$ cat src/rtl/qdec_ctx_save.sv
// CABAC context-model snapshot engine: saves all context entries into a backup store and restores them.
// Optional QDEC_CTX_SAVE_CHECKSUM_EN: save_checksum accumulates captured entries (otherwise tied to 0).
module qdec_ctx_save #(
    parameter int CTX_NUM = 566,
    parameter int ADDR_W  = 10,
    parameter int DATA_W  = 7,
    parameter int RD_LAT  = 1
) (
    input  logic              clk,
    input  logic              rst_n,
    input  logic              save_start,
    input  logic              restore_start,
    output logic              ctx_rd_en,
    output logic [ADDR_W-1:0] ctx_rd_addr,
    input  logic [DATA_W-1:0] ctx_rd_data,
    output logic              ctx_wr_en,
    output logic [ADDR_W-1:0] ctx_wr_addr,
    output logic [DATA_W-1:0] ctx_wr_data,
    output logic              busy,
    output logic              save_valid,
    output logic              save_done_intr,
    output logic              restore_done_intr,
    output logic [15:0]       save_checksum
);
    typedef enum logic [2:0] {
        IDLE,
        SAVE_RD,
        SAVE_DRAIN,
        RESTORE_RD,
        RESTORE_WR,
        DONE
    } state_t;

    localparam logic [ADDR_W-1:0] LAST_ADDR  = ADDR_W'(CTX_NUM - 1);
    localparam logic [1:0]        DRAIN_LAST = 2'(RD_LAT - 1);

    state_t            state;
    logic [ADDR_W-1:0] rs_idx;
    logic [1:0]        drain_cnt;
    logic [RD_LAT-1:0] cap_vld;
    logic [ADDR_W-1:0] cap_addr [RD_LAT];
    logic              capture;
    logic              save_go;
    logic              restore_go;
    logic [DATA_W-1:0] backup [CTX_NUM];

    assign save_go    = (state == IDLE) && save_start;
    assign restore_go = (state == IDLE) && !save_start && restore_start && save_valid;
    assign capture    = rst_n && cap_vld[RD_LAT-1];

    always_ff @(posedge clk) begin
        if (!rst_n) begin
            state             <= IDLE;
            rs_idx            <= '0;
            drain_cnt         <= '0;
            ctx_rd_en         <= 1'b0;
            ctx_rd_addr       <= '0;
            ctx_wr_en         <= 1'b0;
            ctx_wr_addr       <= '0;
            ctx_wr_data       <= '0;
            busy              <= 1'b0;
            save_valid        <= 1'b0;
            save_done_intr    <= 1'b0;
            restore_done_intr <= 1'b0;
        end else begin
            case (state)
                IDLE: begin
                    if (save_go) begin
                        state       <= SAVE_RD;
                        busy        <= 1'b1;
                        ctx_rd_en   <= 1'b1;
                        ctx_rd_addr <= '0;
                        save_valid  <= 1'b0;
                    end else if (restore_go) begin
                        state  <= RESTORE_RD;
                        busy   <= 1'b1;
                        rs_idx <= '0;
                    end
                end
                SAVE_RD: begin
                    // Address holds at the last entry rather than wrapping.
                    if (ctx_rd_addr == LAST_ADDR) begin
                        ctx_rd_en <= 1'b0;
                        drain_cnt <= '0;
                        state     <= SAVE_DRAIN;
                    end else begin
                        ctx_rd_addr <= ctx_rd_addr + ADDR_W'(1);
                    end
                end
                SAVE_DRAIN: begin
                    if (drain_cnt == DRAIN_LAST) begin
                        state          <= DONE;
                        save_done_intr <= 1'b1;
                        save_valid     <= 1'b1;
                    end else begin
                        drain_cnt <= drain_cnt + 2'd1;
                    end
                end
                RESTORE_RD: begin
                    ctx_wr_en   <= 1'b1;
                    ctx_wr_addr <= rs_idx;
                    ctx_wr_data <= backup[rs_idx];
                    rs_idx      <= rs_idx + ADDR_W'(1);
                    state       <= RESTORE_WR;
                end
                RESTORE_WR: begin
                    if (ctx_wr_addr == LAST_ADDR) begin
                        ctx_wr_en         <= 1'b0;
                        restore_done_intr <= 1'b1;
                        state             <= DONE;
                    end else begin
                        ctx_wr_addr <= rs_idx;
                        ctx_wr_data <= backup[rs_idx];
                        rs_idx      <= (rs_idx == LAST_ADDR) ? rs_idx : rs_idx + ADDR_W'(1);
                    end
                end
                DONE: begin
                    save_done_intr    <= 1'b0;
                    restore_done_intr <= 1'b0;
                    busy              <= 1'b0;
                    state             <= IDLE;
                end
                default: state <= IDLE;
            endcase
        end
    end

    // Delay line pairing each read strobe with its address until the data returns.
    always_ff @(posedge clk) begin
        if (!rst_n) begin
            cap_vld <= '0;
            for (int i = 0; i < RD_LAT; i++) cap_addr[i] <= '0;
        end else begin
            for (int i = RD_LAT - 1; i > 0; i--) begin
                cap_vld[i]  <= cap_vld[i-1];
                cap_addr[i] <= cap_addr[i-1];
            end
            cap_vld[0]  <= ctx_rd_en;
            cap_addr[0] <= ctx_rd_addr;
        end
    end

    // NOTE: the backup store has no reset; save_valid alone says whether its contents mean anything.
    always_ff @(posedge clk) begin
        if (capture) backup[cap_addr[RD_LAT-1]] <= ctx_rd_data;
    end

`ifdef QDEC_CTX_SAVE_CHECKSUM_EN
    always_ff @(posedge clk) begin
        if (!rst_n) begin
            save_checksum <= '0;
        end else if (save_go) begin
            save_checksum <= '0;
        end else if (capture) begin
            save_checksum <= save_checksum + 16'(ctx_rd_data);
        end
    end
`else
    assign save_checksum = '0;
`endif

endmodule

$ cat config.mk
export PLATFORM = sky130hd
export DESIGN_NAME = qdec_ctx_save
export DESIGN_NICKNAME = d
export VERILOG_FILES = /design/src/rtl/qdec_ctx_save.sv
export SDC_FILE = /design/constraint.sdc
export NUM_CORES = 2
export LEC_CHECK = 0
export BUFFER_PORTS_ARGS = -buffer_cell sky130_fd_sc_hd__buf_4
export CAP_MARGIN = 20
export CORE_MARGIN = 3
export CORE_UTILIZATION = 40
export DETAILED_ROUTE_END_ITERATION = 8
export PLACE_DENSITY = 0.65
export SLEW_MARGIN = 0
export SYNTH_ARGS = -nofsm -noshare
export SYNTH_HDL_FRONTEND = slang
export SYNTH_SLANG_ARGS = --single-unit
export TNS_END_PERCENT = 20
$ cat constraint.sdc
create_clock -name clk -period 2.8 [get_ports clk]
set_input_delay 0.56 -clock clk [delete_from_list [all_inputs] [get_ports clk]]
set_output_delay 0.56 -clock clk [all_outputs]
set_load 0.05 [all_outputs]
Yosys cells after proc, flatten, opt, wreduce, memory -nomap -nowiden

Memories as Yosys holds them, arrays and structs flattened. A register that Yosys moved wholly into a read port is not among the register bits.
Index checks and enable logic that the tools add are counted.
W data, S select, Z words.

Word-level logic and storage cells: 108
Memory bits (writable): 3972
Register bits: 49
Output and inout bits: 49
Memories: 2

Muxes and demuxes: 43
Eq/ne operators: 19
Reductions and logical operators: 28
$add $sub $neg: 3

Memory list:

| name     | words | width | rd ports | clocked after memory_dff | write ports | line | RTL |
|---|---|---|---|---|---|---|---|
| backup   | 566   | 7     | 1        | 1                        | 1           | 45   | `logic [DATA_W-1:0] backup [CTX_NUM];` |
| cap_addr | 1     | 10    | 1        | 0                        | 1           | 41   | `logic [ADDR_W-1:0] cap_addr [RD_LAT];` |

Operator list:

| operator                | count |
|---|---|
| $mux W10                | 10 |
| $pmux W10 S2            | 2 |
| $eq A10 B10 Y1 const B  | 3 |
| $pmux W10 S3            | 1 |
| $add A10 B1 Y10 const B | 2 |
| $ne A2 B2 Y1 const B    | 10 |
| $mux W3                 | 5 |
| $pmux W3 S5             | 1 |
| $pmux W7 S2             | 1 |
| $reduce_bool A2 Y1      | 7 |
| $mux W1                 | 13 |
| $pmux W1 S2             | 6 |
| $reduce_and A3 Y1       | 4 |
| $reduce_and A2 Y1       | 5 |
| $reduce_or A10 Y1       | 1 |
| $mux W7                 | 1 |
| $eq A3 B2 Y1 const B    | 2 |
| $eq A3 B3 Y1 const B    | 2 |
| $logic_and A1 B1 Y1     | 5 |
| $reduce_and A5 Y1       | 1 |
| $mux W2                 | 2 |
| $pmux W2 S2             | 1 |
| $reduce_and A4 Y1       | 1 |
| $eq A3 B1 Y1 const B    | 1 |
| 6 further kinds         | 6 |

Logic depth before layout (Yosys ltp)

Depth in word-level cells: 9
Gate-level depth with buffers: 14

Least setup slack after synthesis

OpenSTA, ideal clock, no wires.

Path type: input-to-reg
From: in rst_n
To: mem backup[180][0] (enable)
Setup slack: 172 ps
Data arrival time: 2268 ps
Stages: 6
Buffers on the path: 2
Path through: clkbuf_1 -> nand2_1 -> nor3_1 -> nand2_1 -> clkbuf_1 -> nor2_1

Word-level cells in the longest chain between the ends: 3

Ends and longest elaborated chain:

| what                          | line | RTL |
|---|---|---|
| start: declaration            | 10   | `input logic rst_n,` |
| $logic_and A1 B1 Y1           | 49   | `assign capture = rst_n && cap_vld[RD_LAT-1];` |
| $mux W1                       | 145  | `if (capture) backup[cap_addr[RD_LAT-1]] <= ctx_rd_data;` |
| $mux W1 (implied by the code) | 145  |  |
| end: declaration              | 45   |  |

No other way between the ends.

==> results.py <==
metrics = {
    "global_route": {
        "grt_pass1_vias": 84500,
        "grtUsageTotal_pct": 21.1,
        "grt_pass1_wl_um": 614000,
        "grt_max_degree": 125,
        "grt_antenna_before_repair": 22,
        "grt_overflow": 0,
    },
    "run": {
        "drv_cap": 0,
    },
    "setup_path": {
        "reg2reg_slack_ns": -0.48,
        "critPathSlowestCell": "nand4_1",
        "cpPeakStageDelay_ns": 0.46,
        "reg2reg_depth": 13,
        "cp-end-kind": "flip-flop",
        "arrival_ns": 4.15,
        "crit_required_ns": 3.67,
        "crit_fanout": 8,
        "worst-path-stages": 13,
        "crit_path_end": "ctx_wr_data[4]",
        "worstSetupStartpointType": "flip-flop",
        "crit_family": "buffers and inverters",
        "cp_num_buf_inv": 6,
        "crit_type": "reg -> reg",
        "path_cells": "buf_12 -> buf_16 -> buf_12 -> buf_6 -> mux4_2 -> mux2i_1 -> a32o_2 -> o21ai_4 -> nand4_1 -> buf_4 -> nor3_4 -> buf_6 -> a32o_1",
        "r2r_end": "ctx_wr_data[4]",
    },
    "floorplan": {
        "start_util_pct": 40.3,
        "dieArea_um2": 400000,
        "num_rows": 229,
        "top_level_ports": 60,
        "core_um2": 390000,
        "fp.dieH_um": 632,
        "die_w_um": 632,
    },
    "placement": {
        "pre_cts_ws_ns": -1.03,
        "placed_cells": 13800,
        "io_buffers": 43,
        "gp_congestion": 0.887,
        "dp_hpwl_um": 278000,
    },
    "sta": {
        "min_period_over_period_pct": 117,
        "clock.fmax_ghz": 0.305,
        "finalSetupViolCount": 7,
        "hold_viol_final": 0,
        "skew_ns": 0.0414,
        "tns_ns": -3.03,
        "fin_worst_hold_slack_ns": 0.0784,
        "rsz0062_at_grt": "true",
        "timing.final.ws_setup_ns": -0.480,
        "finalMaxSlewViolations": 0,
        "relSlewSlack_pct": 34.9,
        "min_period_ns": 3.28,
        "tightest_slew_ns": 0.974,
    },
    "drt": {
        "via_per_inst": 5.70,
        "drt-pass1-iter-count": 6,
        "drt-total-wl_um": 428000,
        "wl_per_cell_um": 29.3,
        "drtIter0Drc": 10300,
        "route.detailed.drc": 0,
        "ant_nets": 0,
        "vias": 83300,
    },
    "layout": {
        "stdcell_count": 14600,
        "nNetsFinal": 9091,
        "drive_gt1_share_pct": 33.6,
        "fillCellCount": 31200,
        "layout_commonest_cell": "edfxtp_1",
        "syn2layout_area_growth_pct": 20.3,
        "final_cell_mix": "edfxtp_1 (3962), buf_4 (1229), mux4_2 (863), nor2_1 (688), clkbuf_16 (394)",
    },
    "hold_path": {
        "hold_class": "in -> reg",
    },
    "yosys": {
        "async_reset_ff_share_pct": 0,
        "synth_seq_cells": 4031,
        "synthFlopType": "edfxtp_1",
        "synth-edff-count": 3962,
        "ys_types": 72,
        "ys_warn_count": 0,
        "syn_area_per_cell_um2": 20.5,
        "yosysSeqAreaShare_pct": 76.7,
        "syn_area_um2": 157000,
        "synthCells": 7669,
    },
    "cts": {
        "clock-root-buffer": "clkbuf_16",
        "clk_path_buf_depth": 4,
        "cts_inserted_buffers": 390,
        "clk_latency_ns": 0.96,
        "clk_pin_slew_ns": 0.06,
        "cts_htree_levels": 5,
        "cts_tree": "done",
        "cts_sinks": 4031,
    },
    "power_and_ir_drop": {
        "p_per_area_nw_per_um2": 675,
        "power_mw": 128,
        "ir_worst_vdd_v": 0.000545,
        "power_leakage_nw": 59.4,
    },
    "run_status": {
        "run_status": "finished with violations",
        "violations": "setup timing",
    },
}
[power breakdown]
part	internal, mW	switching (mW)
sequential	66.3	0.202
clock	31.5	22.9
combinational	2.97	3.72
[synthesized netlist by cell type (8+ instances only)]
cell | number | area (um2)
edfxtp_1 | 3962 | 119000
a211oi_1 | 101 | 758
a31oi_1 | 11 | 68.8
a221oi_1 | 17 | 149
o21ai_0 | 75 | 375
nand2_1 | 204 | 766
buf_6 | 62 | 698
mux2i_1 | 388 | 3880
a21boi_0 | 13 | 97.6
nor2_1 | 692 | 2600
dfxtp_1 | 69 | 1380
a2111oi_0 | 13 | 114
nor3_1 | 34 | 170
mux4_2 | 863 | 19400
a21oi_1 | 55 | 275
nor2b_1 | 18 | 113
a32o_1 | 18 | 180
buf_1 | 56 | 210
o22ai_1 | 161 | 1010
clkbuf_1 | 223 | 837
buf_2 | 72 | 360
o221ai_1 | 34 | 298
xor2_1 | 13 | 114
and3_1 | 8 | 50.1
nand3_1 | 50 | 250
mux2_2 | 73 | 822
o211ai_1 | 10 | 75.1
nor3b_1 | 8 | 60.1
or3_1 | 26 | 163
buf_4 | 61 | 458
a22oi_1 | 85 | 638
a22o_1 | 17 | 149
and2_1 | 25 | 156
nand4_1 | 31 | 194
inv_1 | 10 | 37.5
[registers in the layout, indices dropped and copies added (netlist names), 2 cells and up, named ones only]
| signal | cells |
|---|---|
| ctx_rd_addr | 10 |
| drain_cnt | 2 |
| backup | 3962 |
| cap_addr | 10 |
| state | 3 |
| ctx_wr_data | 7 |
| ctx_wr_addr | 10 |
| rs_idx | 10 |
[logic make-up (layout without fill, tap and decap cells)]
kind of cell	count (synthesis)	count (layout)	share of synthesized area, %
adders and majority gates	5	5	0.0399
xor gates and xnor gates	15	15	0.0837
and+or+nand+nor	1142	1142	3.10
DFF	4031	4031	76.7
other	1	24	0.00239
buffers and inverters	500	2224	1.82
AOI/OAI and AO/OA	651	651	2.90
muxes	1324	1324	15.4
[stage by stage]
stage / cell area (um2) / util (%)
final: 189000 / 48.4
after global placement: 174000 / 44.6
after detailed placement: 174000 / 44.6
after CTS: 189000 / 48.4
after global routing: 189000 / 48.4
after floorplan: 157000 / -
[per-layer routing]
metal  routed length (um)  GRT usage, %  part of all wire (%)
met1               163000          28.4                    38
met2               205000          34.0                    48
met5                   74             0                 0.017
met3                42100          4.50                   9.8
met4                17600          8.06                   4.1
[worst min path at each step]
stage,startpoint,endpoint,cells past startpoint
floorplan,drain_cnt[1],drain_cnt[1],2
global route,rst_n,flip-flop,2
global placement,drain_cnt[1],drain_cnt[1],2
finish,ctx_rd_data[0],backup[223][0],1
detailed placement,ctx_wr_en,ctx_wr_en,2
CTS,ctx_rd_data[0],backup[223][0],1
[final cells by class]
class                           count  area (um2)  area share (%)
Antenna cell                        8        20.0          0.0106
Clock buffer                      443       10000            5.31
Clock inverter                    282        3240            1.72
Inverter                           12        57.6          0.0305
Multi-Input combinational cell   3153       34500            18.3
Sequential cell                  4031      120000            63.7
Tap cell                         5197        6500            3.44
Timing Repair Buffer             1487       14200            7.51
[repair_timing]
| item | CTS | global route |
|---|---|---|
| cloned | 9 | 1 |
| pin swaps | 42 | 15 |
| setup buffers | 58 | 6 |
| endpoints found under the setup margin | 7 | 7 |
| endpoints found under the hold margin | 55 | 0 |
| gates resized for setup | 123 | 67 |
| hold buffers | 4 | 0 |
No activity file was read; power rests on OpenSTA's default activity.
